## src/rtl/load_align_queue.sv

```systemverilog
// load_align_queue: in-order outstanding-load tracker with alignment check, sub-word extraction and flush drain
module load_align_queue #(
  parameter int DATA_W = 32,
  parameter int DEPTH  = 4,
  parameter int RD_W   = 5,
  localparam int OFF_W = $clog2(DATA_W / 8)
) (
  input  logic              clk,
  input  logic              rst,
  input  logic              req_valid,
  output logic              req_ready,
  input  logic [OFF_W-1:0]  req_addr_lo,
  input  logic [1:0]        req_size,
  input  logic              req_unsigned,
  input  logic [RD_W-1:0]   req_rd,
  output logic              req_adel,
  output logic              mem_req_valid,
  input  logic              mem_req_ready,
  input  logic              mem_rsp_valid,
  input  logic [DATA_W-1:0] mem_rsp_data,
  input  logic              flush,
  output logic              out_valid,
  output logic [DATA_W-1:0] out_data,
  output logic [RD_W-1:0]   out_rd,
  output logic              busy,
  output logic              err_spurious
);
  localparam int PTR_W = $clog2(DEPTH);
  localparam int CNT_W = $clog2(DEPTH + 1);

  typedef enum logic {RUN, DRAIN} state_t;

  state_t r_state, w_state_nx;

  logic [OFF_W-1:0]      r_q_off  [DEPTH];
  logic [1:0]            r_q_size [DEPTH];
  logic                  r_q_uns  [DEPTH];
  logic [RD_W-1:0]       r_q_rd   [DEPTH];
  logic [PTR_W-1:0]      r_wp, r_rp;
  logic [CNT_W-1:0]      r_cnt, r_disc;
  logic                  r_out_valid, r_err;
  logic [DATA_W-1:0]     r_out_data;
  logic [RD_W-1:0]       r_out_rd;

  logic [2:0]            w_a3;
  logic                  w_mis, w_run, w_full, w_issue_ok;
  logic                  w_push, w_pop, w_spur, w_flush_run;
  logic [CNT_W-1:0]      w_left;
  logic [OFF_W-1:0]      w_off;
  logic [1:0]            w_size;
  logic                  w_uns;
  logic [RD_W-1:0]       w_rd;
  logic [DATA_W-1:0]     w_sh, w_ext;

  // Offsets narrower than 3 bits are zero-extended so one alignment rule covers both widths.
  assign w_a3  = 3'(req_addr_lo);
  assign w_mis = (req_size == 2'd1 & w_a3[0])
               | (req_size == 2'd2 & |w_a3[1:0])
               | (req_size == 2'd3 & ((DATA_W == 32) | |w_a3));

  assign w_run       = (r_state == RUN);
  assign w_full      = (r_cnt == CNT_W'(DEPTH));
  assign w_issue_ok  = ~w_full & ~flush & w_run;
  assign req_adel    = req_valid & w_mis;
  assign mem_req_valid = req_valid & ~w_mis & w_issue_ok;
  assign req_ready   = mem_req_ready & w_issue_ok;
  assign w_push      = mem_req_valid & mem_req_ready;
  assign w_pop       = mem_rsp_valid & w_run & (r_cnt != '0);
  assign w_spur      = mem_rsp_valid & w_run & (r_cnt == '0);
  assign w_flush_run = flush & w_run;
  assign w_left      = r_cnt - CNT_W'(w_pop);

  assign w_off  = r_q_off[r_rp];
  assign w_size = r_q_size[r_rp];
  assign w_uns  = r_q_uns[r_rp];
  assign w_rd   = r_q_rd[r_rp];

  // Addressed lane moved to bit 0, then widened per size and sign mode.
  assign w_sh  = mem_rsp_data >> {w_off, 3'b000};
  assign w_ext = (w_size == 2'd0) ? (w_uns ? DATA_W'(w_sh[7:0])  : DATA_W'($signed(w_sh[7:0])))  :
                 (w_size == 2'd1) ? (w_uns ? DATA_W'(w_sh[15:0]) : DATA_W'($signed(w_sh[15:0]))) :
                 (w_size == 2'd2) ? (w_uns ? DATA_W'(w_sh[31:0]) : DATA_W'($signed(w_sh[31:0]))) :
                 w_sh;

  assign busy         = (r_cnt != '0) | ~w_run;
  assign out_valid    = r_out_valid;
  assign out_data     = r_out_data;
  assign out_rd       = r_out_rd;
  assign err_spurious = r_err;

  // Metadata slots written at the tail; contents need no reset since count gates their use.
  always_ff @(posedge clk) begin
    if (w_push) begin
      r_q_off[r_wp]  <= req_addr_lo;
      r_q_size[r_wp] <= req_size;
      r_q_uns[r_wp]  <= req_unsigned;
      r_q_rd[r_wp]   <= req_rd;
    end
  end

  // Queue pointers and occupancy; a flush in RUN empties the queue outright.
  always_ff @(posedge clk or posedge rst) begin
    if (rst) begin
      r_wp  <= '0;
      r_rp  <= '0;
      r_cnt <= '0;
    end else if (w_flush_run) begin
      r_wp  <= '0;
      r_rp  <= '0;
      r_cnt <= '0;
    end else begin
      r_wp  <= r_wp + PTR_W'(w_push);
      r_rp  <= r_rp + PTR_W'(w_pop);
      r_cnt <= r_cnt + CNT_W'(w_push) - CNT_W'(w_pop);
    end
  end

  // State register.
  always_ff @(posedge clk or posedge rst) begin
    if (rst) r_state <= RUN;
    else     r_state <= w_state_nx;
  end

  // Enter DRAIN when a flush leaves loads in flight; leave on the last discarded response.
  always_comb begin
    w_state_nx = w_run ? ((w_flush_run & |w_left) ? DRAIN : RUN)
                       : ((mem_rsp_valid & (r_disc == CNT_W'(1))) ? RUN : DRAIN);
  end

  // Number of responses still owed to flushed loads.
  always_ff @(posedge clk or posedge rst) begin
    if (rst)                          r_disc <= '0;
    else if (w_flush_run)             r_disc <= w_left;
    else if (~w_run & mem_rsp_valid)  r_disc <= r_disc - CNT_W'(1);
  end

  // Registered writeback; a flush suppresses the result of its own cycle.
  always_ff @(posedge clk or posedge rst) begin
    if (rst) begin
      r_out_valid <= 1'b0;
      r_out_data  <= '0;
      r_out_rd    <= '0;
    end else begin
      r_out_valid <= w_pop & ~flush;
      if (w_pop) begin
        r_out_data <= w_ext;
        r_out_rd   <= w_rd;
      end
    end
  end

  // Sticky flag for a response with nothing outstanding.
  always_ff @(posedge clk or posedge rst) begin
    if (rst)         r_err <= 1'b0;
    else if (w_spur) r_err <= 1'b1;
  end
endmodule

```

## config.mk

```make
export PLATFORM = sky130hd
export DESIGN_NAME = load_align_queue
export DESIGN_NICKNAME = d
export VERILOG_FILES = /design/src/rtl/load_align_queue.sv
export SDC_FILE = /design/constraint.sdc
export NUM_CORES = 1
export LEC_CHECK = 0
export BUFFER_PORTS_ARGS = -buffer_cell sky130_fd_sc_hd__buf_2
export CAP_MARGIN = 25
export CORE_UTILIZATION = 55
export CTS_CLUSTER_DIAMETER = 100
export DETAILED_ROUTE_END_ITERATION = 7
export PLACE_DENSITY = 0.81
export SETUP_SLACK_MARGIN = 0.5
export SLEW_MARGIN = 15
export SYNTH_ARGS = -nofsm -noshare
export SYNTH_HDL_FRONTEND = slang
export SYNTH_SLANG_ARGS = --single-unit
```

## constraint.sdc

```tcl
create_clock -name clk -period 5.55 [get_ports clk]
set_input_delay 0.2775 -clock clk [delete_from_list [all_inputs] [get_ports clk]]
set_output_delay 0.2775 -clock clk [all_outputs]
set_load 0.02 [all_outputs]
```

* After elaboration in Yosys (flattened, before gate mapping) *
Memory sizes are Yosys's and may differ from the RTL's. A register that Yosys moved wholly into a read port is not among the register bits.
Cells that the tools add are included.

word-level totals
  register bits = 45
  latch bits = 0
  memory bits (writable) = 40
  memory bits (read-only) = 0
  output and inout port bits = 43
  logic and storage cells = 69
  memories = 4

cells by class
  add/sub/neg operators = 6
  multipliers = 0
  divide/modulo/power cells = 0
  $lt $le $gt $ge = 0
  equality and inequality tests = 6
  shift operators = 1
  multiplexer cells = 14
  bitwise operators = 24
  reductions and logical operators = 6

memory list
  memory    depth  bits a word  read ports  clocked after memory_dff  wr ports  line  text
  r_q_rd    4      5            1           1                         1         38    logic [RD_W-1:0] r_q_rd [DEPTH];
  r_q_off   4      2            1           0                         1         35    logic [OFF_W-1:0] r_q_off [DEPTH];
  r_q_size  4      2            1           0                         1         36    logic [1:0] r_q_size [DEPTH];
  r_q_uns   4      1            1           0                         1         37    logic r_q_uns [DEPTH];

operators with widths
  kind                                                                    number
  32-bit 2-to-1 mux                                                       4
  32-bit by 5-bit >> shifter with 32-bit output                           1
  1-bit bitwise AND                                                       17
  3-bit 2-to-1 mux                                                        3
  3-bit by 1-bit subtractor with 3-bit output                             2
  1-bit 2-to-1 mux                                                        5
  2-bit by 1-bit adder with 2-bit output                                  2
  2-bit by 1-bit equality test with 1-bit output (second input constant)  2
  2-bit equality test (second input constant)                             2
  2-bit 2-to-1 mux                                                        2
  1-bit NOT                                                               4
  3-bit by 1-bit adder with 3-bit output                                  1
  3-bit by 1-bit equality test with 1-bit output (second input constant)  1
  3-bit equality test (second input constant)                             1
  3-bit zero test                                                         1
  1-bit OR                                                                3
  3-bit nonzero test                                                      1
  3-bit OR reduction                                                      1
  3-bit by 1-bit subtractor with 3-bit output (second input constant)     1
  2-bit zero test                                                         1
  2-bit nonzero test                                                      1
  2-bit OR reduction                                                      1

* Logic depth before layout (Yosys ltp) *
Gate-level depths: netlist of run 1.

  word-level depth = 11
  depth in mapped cells = 13
  mapped depth without buffers = 11

* Least setup slack after synthesis of run 1 *
OpenSTA, ideal clock, no wires.

  path kind = register to register
  start point = reg r_cnt[1]
  end point = reg r_cnt[2]
  setup time = 131 ps
  arrival time = 2496 ps
  data required time = 5419 ps
  setup slack = 2923 ps
  cell stages (with the launch flop) = 13
  cell sequence = dfrtp_1 or3_1 nand2b_1 inv_2 buf_1 ha_1 inv_1 ha_1 inv_1 fa_1 xnor2_1 xnor2_1 nor2_1

RTL lines
  what                                         line  text
  from (decl)                                  40    logic [CNT_W-1:0] r_cnt, r_disc;
  from (signal assigned)                       114   r_cnt <= r_cnt + CNT_W'(w_push) - CNT_W'(w_pop);
  3-bit nonzero test                           68    assign w_pop = mem_rsp_valid & w_run & (r_cnt != '0);
  1-bit bitwise AND                            68
  net w_pop                                    47    logic w_push, w_pop, w_spur, w_flush_run;
  3-bit by 1-bit subtractor with 3-bit output  114
  3-bit 2-to-1 mux                             107   end else if (w_flush_run) begin

The timed path passes the listed nets, and every way through them passes these cells.
A chain may end at the register's enable or synchronous reset.

* Final worst setup path of run 1 *
  start point = reg r_cnt[1]
  end point = reg r_cnt[2]

on the way
  word-level cells in the longest chain between the ends = 9

RTL lines
  what                                             line  text
  3-bit equality test                              62    assign w_full = (r_cnt == CNT_W'(DEPTH));
  1-bit NOT                                        63    assign w_issue_ok = ~w_full & ~flush & w_run;
  1-bit bitwise AND (2 in series)                  63
  1-bit bitwise AND                                65    assign mem_req_valid = req_valid & ~w_mis & w_issue_ok;
  1-bit bitwise AND                                67    assign w_push = mem_req_valid & mem_req_ready;
  3-bit by 1-bit adder with 3-bit output           114
  3-bit by 1-bit subtractor with 3-bit output (*)  114
  3-bit 2-to-1 mux (*)                             107

Mark *: on every way between the ends. The rest lies on a longest branch, timed or not.

==> impl_results.md, run 1 <==
* Status: finished clean
* Largest net degree at the start of global routing at 51
* Final Hold Fails at 0
* Routed Antenna Nets at 0
* Type of the most critical hold path: in2reg
* Nets@finish at 463
* Startpoint types: flop
* RSZ-0062 raised after global routing: no
* Post-cts gate resize count at 0
* Floorplan row count at 31
* Via count at roughly 2.9k
* Slew Limit Fails at 0
* DP Wirelength at approximately 6000 um
* Layout Cells excl Fill at just over 500
* Vias in the first global route at roughly 2.7k
* Async SR Flop Fraction at 0.556
* Clock root cell: clkbuf_8
* Clk_lat worst skew at approximately 0.36 ns
* Setup TNS at 0 ns
* Worst slew pin tran at 0.920 ns
* Die area at about 7900 um2
* Die width at just under 90 um
* Die height at slightly below 90 um
* Final setup vio count at 0
* Cells after synthesis at 315
* Cell Pwr Density at between 400 and 500 nW/um2
* IO buf count at 90
* Syn Area/Cell at around 13 um2
* Antenna violations before repair at 0
* Proportion of layout cells with a drive suffix above 1 at 0.316
* Critical Path RT at 5.77 ns
* Final WL at between 8000 and 9000 um
* Clock Sinks at 90
* Number of remaining DRC errors at 0
* Clk buf depth at 2
* Post-synth EDFFs at 40
* # Max-Cap Violations at 0
* Final min period at just over 3 ns
* Number of diodes at 0
* Synth Cell Area at between 4000 and 5000 um2
* Static Leakage at 2.28 nW
* Gr ovfl total at 0
* Vias/cell at about 5.6
* DP Area at 4650 um2
* Crit path DAT at about 3.3 ns
* Router iterations before antenna repair at 4
* Netlist cell types at 47
* Final Skew at between 0.01 and 0.015 ns
* Area delta synth->final at 17.7%
* CTS buffer count at 9
* Count leader, synth: nand2_1
* Initial DRC Count at ~100
* Syn nets at between 300 and 400
* WL/cell at 17.0 um
* Postcts setup bufs at 0
* Sequential area share after synthesis at 0.590
* Yosys reg bits at 90
* Ys Warns at 0
* Max FO, Critical Path at between 40 and 50
* Fillers at 564
* Post-route design area at between 4000 and 5000 um2
* Period utilization at 0.547
* Starting Density at 0.570
* Ys flop type: dfrtp_1
* Rel. slew slack at 0.382
* Type of the worst setup path: reg2reg
* First-pass GRT wire length at roughly 13000 um
* Area contributors post-synth: dfrtp_1, edfxtp_1, mux2i_1
* Crit. End Element: flop
* Worst vdd ir at approximately 0.00018 V
* Top cells by count, synth: nand2_1, dfrtp_1, edfxtp_1, mux2i_1, o21ai_0
* Placed Cells at around 500
* CTS tree: done
* Gr usage total at 0.230
* Placer Congestion at between 0.8 and 0.9
* Area leader, netlist: dfrtp_1
* F_max at around 0.33 GHz
* Share of the synthesized area in the top cell type at 0.301
* Hold_ws at 0.118 ns
* Reg clk slew, reported paths at 0.10 ns
* Core Box Area at ~7300 um2
* H-tree depth at 3
* Num ports at 91
state kept, by name, indices dropped and copies added (netlist names):
| name | flops |
|---|---|
| out_data | 32 |
| r_q_rd | 20 |
| r_q_off | 8 |
| r_q_size | 8 |
| out_rd | 5 |
| r_q_uns | 4 |
| r_cnt | 3 |
| r_disc | 3 |
| r_rp | 2 |
| r_wp | 2 |
| err_spurious | 1 |
| out_valid | 1 |
| r_state | 1 |
critical path, stage by stage (launching register included):
cell	delay (ns)
dfrtp_1	0.43
or3_1	0.40
nand2b_1	0.08
buf_4	0.37
inv_2	0.26
ha_1	0.35
inv_1	0.06
ha_1	0.13
inv_1	0.04
fa_1	0.38
xnor2_1	0.20
xnor2_1	0.15
nor2_1	0.06
stage by stage:
| step | setup slack [ns] | total power, W | utilization |
|---|---|---|---|
| after floorplan | 2.92 | 0.00164 | - |
| after global placement | 2.62 | 0.00186 | 0.638 |
| after global routing | 2.27 | 0.00249 | 0.671 |
| after detailed placement | 2.50 | 0.00188 | 0.638 |
| final | 2.51 | 0.00234 | 0.671 |
| after CTS | 2.50 | 0.00235 | 0.667 |
cells by family after synthesis:
group / after synthesis / share of synthesized area
and+or+nand+nor: 91 / 0.101
DFF: 90 / 0.590
AOI/OAI and AO/OA: 47 / 0.0876
muxes: 47 / 0.144
buffers and inverters: 24 / 0.0334
adders and majority gates: 9 / 0.0289
xor gates and xnor gates: 7 / 0.0148
final timing paths:
check                                              start                  endpoint  slack, ns  depth (start not counted)
worst min-delay path                               flush       out_valid$_DFF_PP0_       0.12                          2
worst min register to register  err_spurious$_DFFE_PP0P_  err_spurious$_DFFE_PP0P_       0.49                          1
min in group asynchronous                            rst   out_data[1]$_DFFE_PP0P_       0.49                          3
worst max-delay path                  r_cnt[1]$_DFF_PP0_        r_cnt[2]$_DFF_PP0_       2.51                         12
worst max register to register        r_cnt[1]$_DFF_PP0_        r_cnt[2]$_DFF_PP0_       2.51                         12
max in group asynchronous                            rst  out_data[19]$_DFFE_PP0P_       4.53                          4
routing by layer:
| layer | vias up | wire, um | global-route usage |
|---|---|---|---|
| met5 | - | 0 | 0 |
| met4 | 0 | 194 | 0.119 |
| met3 | 17 | 436 | 0.0369 |
| met2 | 102 | 4300 | 0.376 |
| met1 | 1408 | 3740 | 0.301 |
| li1 | 1346 | - | - |
cells in the final DEF (no fill, tap or decap), types with 9 or more instances in the layout:
master,instances
dfrtp_1,50
mux4_2,10
edfxtp_1,40
nor2_1,9
buf_2,90
mux2i_1,34
o21ai_0,11
nand2_1,57
clkbuf_8,9
a221o_1,9
report_power, final:
part	total, W	switching [W]	internal [W]
Sequential	0.000974	0.000127	0.000848
Clock	0.000466	0.000248	0.000218
Combinational	0.000899	0.000517	0.000382
final cells by class:
type / count / area (um2) / area share
flip-flops and latches: 90 / 2450 / 0.501
multi-input cells: 201 / 1570 / 0.322
repair buffers: 94 / 495 / 0.101
clock buffers: 9 / 124 / 0.0253
well taps: 99 / 124 / 0.0253
clock inverters: 7 / 85.1 / 0.0174
inverters: 10 / 37.5 / 0.00767
repair_timing:
action / in CTS / in global routing
hold endpoints to repair: 0 / 23
setup endpoints to repair: 0 / 0
hold buffers: 0 / 1
Power figures use the tool's default switching activity.
==> run 2: changes to the inputs <==
ABC_AREA = 1   (was unset)
PLACE_DENSITY = 0.8   (was 0.81)
clock period = 2.9 ns   (was 5.55 ns; I/O delays follow)
==> impl_results.md, run 2 <==
* Proportion of layout cells with a drive suffix above 1 at 0.269 (-0.0472)
* Initial DRC Count at 262 (+150%)
* Placed Cells at 680 (+38%)
* Fillers at 661 (+17%)
* Gr usage total at 0.261 (+0.0309)
* Static Leakage at 2.52 nW (+10%)
* Die area at 8630 um2 (+9.2%)
* Reg clk slew, reported paths at 0.09 ns (about the same)
* Gr ovfl total at 0 (unchanged)
* Core Box Area at 7850 um2 (+7.6%)
* Die width at 92.9 um (+4.5%)
* Syn Area/Cell at 9.09 um2 (-31%)
* Cells after synthesis at 500 (+59%)
* Area leader, netlist: dfrtp_1
* WL/cell at 14.9 um (-12%)
* Setup TNS at 0 ns (unchanged)
* Clock root cell: clkbuf_8
* Area contributors post-synth: dfrtp_1, edfxtp_1, nand2_1
* H-tree depth at 3 (unchanged)
* Share of the synthesized area in the top cell type at 0.275 (-0.0259)
* Most common cell after layout, fill and taps aside: nand2_1
* Crit path largest cell delay at 0.46 ns (+0.03 ns)
* Buf/Inv on CP at 3 (-1)
* Syn nets at 557 (+50%)
* Antenna violations before repair at 0 (unchanged)
* Family with the most delay on the worst path: adder cells
* Final setup vio count at 0 (unchanged)
* Final Hold Fails at 0 (unchanged)
* Status: finished clean
* Top cells by count, synth: nand2_1, nor2_1, dfrtp_1, edfxtp_1, inv_1
* Max reg flops at 32 (unchanged)
* Netlist cell types at 35 (-26%)
* Ys Warns at 0 (unchanged)
* Die height at 92.9 um (+4.5%)
* Via count at 3856 (+34%)
* Sequential area share after synthesis at 0.539 (-0.0507)
* Cells along the critical path: inv_2 > nand3_1 > nor2_1 > nand2_1 > ha_1 > inv_1 > ha_1 > inv_1 > fa_1 > xor2_1 > nor2_1
* Final WL at 10500 um (+21%)
* Layout Cells excl Fill at 704 (+38%)
* Post-synth EDFFs at 40 (unchanged)
* Floorplan row count at 32 (+3.2%)
* DP Wirelength at 7240 um (+18%)
* Slew Limit Fails at 0 (unchanged)
* Critical Path RT at 3.13 ns (-2.64 ns)
* Clk buf depth at 2 (unchanged)
* Largest net degree at the start of global routing at 46 (-9.8%)
* Type of the most critical hold path: in2reg
* Final Skew at 0.0117 ns (+0.00143 ns)
* Routed Antenna Nets at 0 (unchanged)
* Clk_lat worst skew at 0.37 ns (about the same)
* Type of the worst setup path: reg2reg
* Period utilization at 0.763 (+0.216)
* Cell Pwr Density at 1030 nW/um2 (+110%)
* Clock Sinks at 90 (unchanged)
* Placer Congestion at 0.886 (+8.2%)
* DP Area at 5070 um2 (+9.1%)
* Max FO, Critical Path at 4 (-90%)
* Post-route design area at 5350 um2 (+9.4%)
* First-pass GRT wire length at 17100 um (+28%)
* Area delta synth->final at 17.8% (about the same)
* RSZ-0062 raised after global routing: no
* CTS buffer count at 9 (unchanged)
* Count leader, synth: nand2_1
* Crit path DAT at 2.45 ns (-0.80 ns)
* Nets@finish at 654 (+41%)
* Async SR Flop Fraction at 0.556 (unchanged)
* Power Total at 0.00550 W (+140%)
* CTS tree: done
* # Max-Cap Violations at 0 (unchanged)
* Final core utilization at 0.682 (+0.0112)
* Yosys reg bits at 90 (unchanged)
* Crit. End Element: flop
* Number of diodes at 0 (unchanged)
* IO buf count at 90 (unchanged)
* Ys flop type: dfrtp_1
* Starting Density at 0.579 (+0.00941)
* Startpoint types: flop
* Worst vdd ir at 0.000399 V (+120%)
* Router iterations before antenna repair at 5 (+1)
* Most frequent cells in the layout: nand2_1, buf_2, nor2_1, dfrtp_1, edfxtp_1
* Vias/cell at 5.48 (-2.8%)
* F_max at 0.452 GHz (+37%)
* Final min period at 2.21 ns (-0.823 ns)
* Num ports at 91 (unchanged)
* Rel. slew slack at 0.605 (+0.223)
* Number of remaining DRC errors at 0 (unchanged)
* Vias in the first global route at 3645 (+33%)
* Slowest CP cell: dfrtp_1
* Synth Cell Area at 4550 um2 (+9.4%)
* Worst slew pin tran at 0.590 ns (-0.330 ns)
[run 2: through the flow]
stage	worst slack (ns)	hold WS (ns)
2_1_floorplan	0.544	0.211
3_3_place_gp	0.730	0.314
3_5_place_dp	0.636	0.163
4_1_cts	0.637	0.00203
5_1_grt	0.513	0.00293
6_report	0.687	0.0213
[run 2: worst paths after layout]
kind | end | startpoint | slack (ns) | cells past startpoint
worst max register to register | r_cnt[2]$_DFF_PP0_ | r_state$_DFF_PP0_ | 0.69 | 11
max in group asynchronous | out_rd[0]$_DFFE_PP0P_ | rst | 2.06 | 4
worst min register to register | err_spurious$_DFFE_PP0P_ | err_spurious$_DFFE_PP0P_ | 0.47 | 1
min in group asynchronous | out_data[3]$_DFFE_PP0P_ | rst | 0.31 | 3
worst max-delay path | r_cnt[2]$_DFF_PP0_ | r_state$_DFF_PP0_ | 0.69 | 11
worst min-delay path | r_q_size[1][1]$_DFFE_PP_ | req_size[1] | 0.02 | 1
[run 2: worst register-to-register path, delay by kind of cell (launching register included)]
kind / cells / cell delay, ns
xor gates and xnor gates: 1 / 0.18
and+or+nand+nor: 4 / 0.45
DFF: 1 / 0.46
buffers and inverters: 3 / 0.22
adders and majority gates: 3 / 0.78
[run 2: layer usage]
| layer | track usage | part of all wire |
|---|---|---|
| met5 | 0 | 0 |
| met4 | 0.113 | 0.032 |
| met3 | 0.0525 | 0.064 |
| met2 | 0.446 | 0.50 |
| met1 | 0.321 | 0.40 |
[run 2: power by group]
part / internal [W] / switching, W
Clock: 0.000343 / 0.000508
Combinational: 0.000928 / 0.00184
Sequential: 0.00167 / 0.000209
[run 2: logic make-up (layout without fill, tap and decap cells)]
logic type      after synthesis  after routing  synth area share
flops                        90             90             0.539
compound gates               81             81             0.110
simple gates                250            250             0.246
fa+ha+maj                     9              9            0.0264
buf+inv                      67            169            0.0718
xor+xnor                      3              3           0.00578
[run 2: what timing repair did]
| action | in CTS | in global routing |
|---|---|---|
| endpoints found under the setup margin | 0 | 1 |
| setup buffers | 0 | 1 |
| gates resized for setup | 0 | 1 |
| hold buffers | 6 | 1 |
| endpoints found under the hold margin | 34 | 3 |
[run 2: cell type report]
type                       instances  area, um2  share of cell area
timing repair buffer             112        646               0.121
sequential                        90       2450               0.458
inverter                          41        154              0.0288
multi-input combinational        343       1770               0.331
clock inverter                     7       76.3              0.0143
tap                              102        128              0.0238
clock buffer                       9        124              0.0231
==> run 3: changes to the inputs <==
ABC_AREA = 0   (was 1)
CORE_UTILIZATION = 54   (was 55)
PLACE_DENSITY = 0.79   (was 0.8)
clock period = 2.1 ns   (was 2.9 ns; I/O delays follow)
==> impl_results.md, run 3 (same netlist as run 1, synthesis figures left out) <==
* Final setup margin at -0.234 ns (-0.920 ns)
* Placer Congestion at 0.791 (-11%)
* Die height at 89.7 um (-3.4%)
* Clk buf depth at 2 (unchanged)
* Final WL at 10400 um (-1.3%)
* Met2 Use GR at 0.472 (+0.0264)
* Status: complete, but fails checks
* Worst vdd ir at 0.000759 V (+90%)
* Number of diodes at 0 (unchanged)
* Violated checks: setup timing
* Met3 usage at 0.0711 (+0.0185)
* Family with the most delay on the worst path: adder cells
* Area delta synth->final at 38.4%
* Final min period at 2.33 ns (+0.120 ns)
* RSZ-0062 raised after global routing: yes
* Die width at 89.7 um (-3.4%)
* H-tree depth at 3 (unchanged)
* Rel. slew slack at 0.658 (+0.0528)
* Placed Cells at 526 (-23%)
* Reg clk slew, reported paths at 0.09 ns (about the same)
* Crit path largest cell delay at 0.44 ns (-0.02 ns)
* WL/cell at 18.3 um (+23%)
* DP Wirelength at 6570 um (-9.3%)
* Startpoint types: flop
* Gr usage total at 0.272 (+0.0112)
* Final core utilization at 0.784 (+0.102)
* Router iterations before antenna repair at 4 (-1)
* Final setup vio count at 10 (+10)
* Vias/cell at 5.71 (+4.2%)
* Buf/Inv on CP at 3 (unchanged)
* # Max-Cap Violations at 0 (unchanged)
* Period utilization at 1.11 (+0.348)
* Proportion of layout cells with a drive suffix above 1 at 0.462 (+0.192)
* Cells on worst reg2reg path at 11 (unchanged)
* Gr ovfl total at 0 (unchanged)
* WP depth at 11 (unchanged)
* Type of the worst setup path: reg2reg
* Crit path DAT at 2.58 ns (+0.13 ns)
* Critical Path RT at 2.35 ns (-0.78 ns)
* Via count at 3237 (-16%)
* Final Hold Fails at 0 (unchanged)
* Static Leakage at 2.62 nW (+4.0%)
* Final Skew at 0.0106 ns (-0.00117 ns)
* Cell Pwr Density at 1240 nW/um2 (+21%)
* CTS tree: done
* F_max at 0.429 GHz (-5.2%)
* Fillers at 427 (-35%)
* Most frequent cells in the layout: buf_2, nand2_1, dfrtp_1, edfxtp_1, buf_4
* Vias in the first global route at 3437 (-5.7%)
* Busiest layer in global routing: met2
* Nets@finish at 520 (-20%)
* Clock root cell: clkbuf_8
* Max FO, Critical Path at 3 (-1)
* Initial DRC Count at 157 (-40%)
* Cells along the critical path: or3_1 > nand2b_1 > inv_2 > ha_4 > inv_2 > ha_4 > inv_2 > fa_2 > xnor2_2 > xnor2_1 > nor2_1
* Slew Limit Fails at 0 (unchanged)
* Crit. End Element: flop
* Num ports at 91 (unchanged)
* Antenna violations before repair at 0 (unchanged)
* Met1 Usage GRT at 0.325 (+0.00459)
* Die area at 8050 um2 (-6.7%)
* Clk_lat worst skew at 0.36 ns (about the same)
* IO buf count at 90 (unchanged)
* Routed Antenna Nets at 0 (unchanged)
* Slowest CP cell: or3_1
* Worst slew pin tran at 0.510 ns (-0.0799 ns)
* Clock Sinks at 90 (unchanged)
* Starting Density at 0.567 (-0.0124)
* Core Box Area at 7330 um2 (-6.6%)
* Most common cell after layout, fill and taps aside: buf_2
* CTS buffer count at 9 (unchanged)
* First-pass GRT wire length at 16900 um (-0.81%)
* Worst path most repeated cell: inv_2
* Floorplan row count at 31 (-3.1%)
* Hold depth at 2 (+1)
* R2R setup slack at -0.23 ns (-0.92 ns)
* Max reg flops at 32 (unchanged)
* Largest net degree at the start of global routing at 41 (-11%)
* Type of the most critical hold path: in2reg
* Number of remaining DRC errors at 0 (unchanged)
* Layout Cells excl Fill at 567 (-19%)
* Place WS at -0.240 ns (-0.876 ns)
-- run 3: changes by cell type in the layout (fill, tap and decap cells not counted), sizes merged, moves of 33 or more --
| cell | previous run | this run |
|---|---|---|
| nor2 | 73 | 9 |
| nand2 | 119 | 57 |
| nand3 | 44 | 2 |
| buf | 105 | 139 |
| mux2i | 0 | 34 |
| inv | 45 | 12 |
-- run 3: per-layer routing --
| metal | routed length (um) | part of all wire | vias to the layer above |
|---|---|---|---|
| li1 | - | - | 1465 |
| met1 | 4070 | 0.39 | 1602 |
| met2 | 5330 | 0.51 | 138 |
| met3 | 659 | 0.064 | 32 |
| met4 | 301 | 0.029 | 0 |
| met5 | 0 | 0 | - |
-- run 3: stage by stage --
step                power, W  TNS (ns)  instance area, um2  hold slack (ns)
floorplan            0.00446     -1.95                4250            0.171
global placement     0.00520    -0.109                4970            0.115
detailed placement   0.00529    -0.469                4970            0.117
CTS                  0.00694    -0.143                5640          0.00105
global route         0.00751     -2.85                5750           0.0136
finish               0.00713    -0.463                5750           0.0141
-- run 3: worst paths after layout --
check | startpoint | endpoint
max | r_cnt[0]$_DFF_PP0_ | r_cnt[2]$_DFF_PP0_
min in group asynchronous | rst | out_data[12]$_DFFE_PP0P_
max reg2reg | r_cnt[0]$_DFF_PP0_ | r_cnt[2]$_DFF_PP0_
min reg2reg | out_data[7]$_DFFE_PP0P_ | out_data[7]$_DFFE_PP0P_
max in group asynchronous | rst | r_rp[1]$_DFF_PP0_
min | mem_rsp_data[30] | out_data[14]$_DFFE_PP0P_
-- run 3: report_power, final --
| part | switching (W) | internal [W] |
|---|---|---|
| clock network | 0.000643 | 0.000683 |
| registers | 0.000281 | 0.00224 |
| logic | 0.00174 | 0.00154 |
-- run 3: repair_timing --
item / in CTS / in global routing
setup endpoints to repair: 84 / 91
cloned: 5 / 0
hold buffers: 9 / 0
endpoints found under the hold margin: 47 / 0
buffers inserted: 9 / 2
pin swaps: 8 / 15
gates resized for setup: 55 / 23
-- run 3: cell type report --
class                           instances  area, um2  area share
Clock inverter                          7        101      0.0176
Tap cell                               99        124      0.0215
Inverter                               10       42.5     0.00740
Multi-Input combinational cell        203       1870       0.325
Sequential cell                        90       2450       0.427
Timing Repair Buffer                  149       1030       0.180
Clock buffer                            9        124      0.0215
-- run 3: worst register-to-register path: cells and delay by family, from the launching register on --
family / cells / cell delay, ns
DFF: 1 / 0.41
adders and majority gates: 3 / 0.69
and+or+nand+nor: 3 / 0.67
buffers and inverters: 3 / 0.16
xor gates and xnor gates: 2 / 0.29
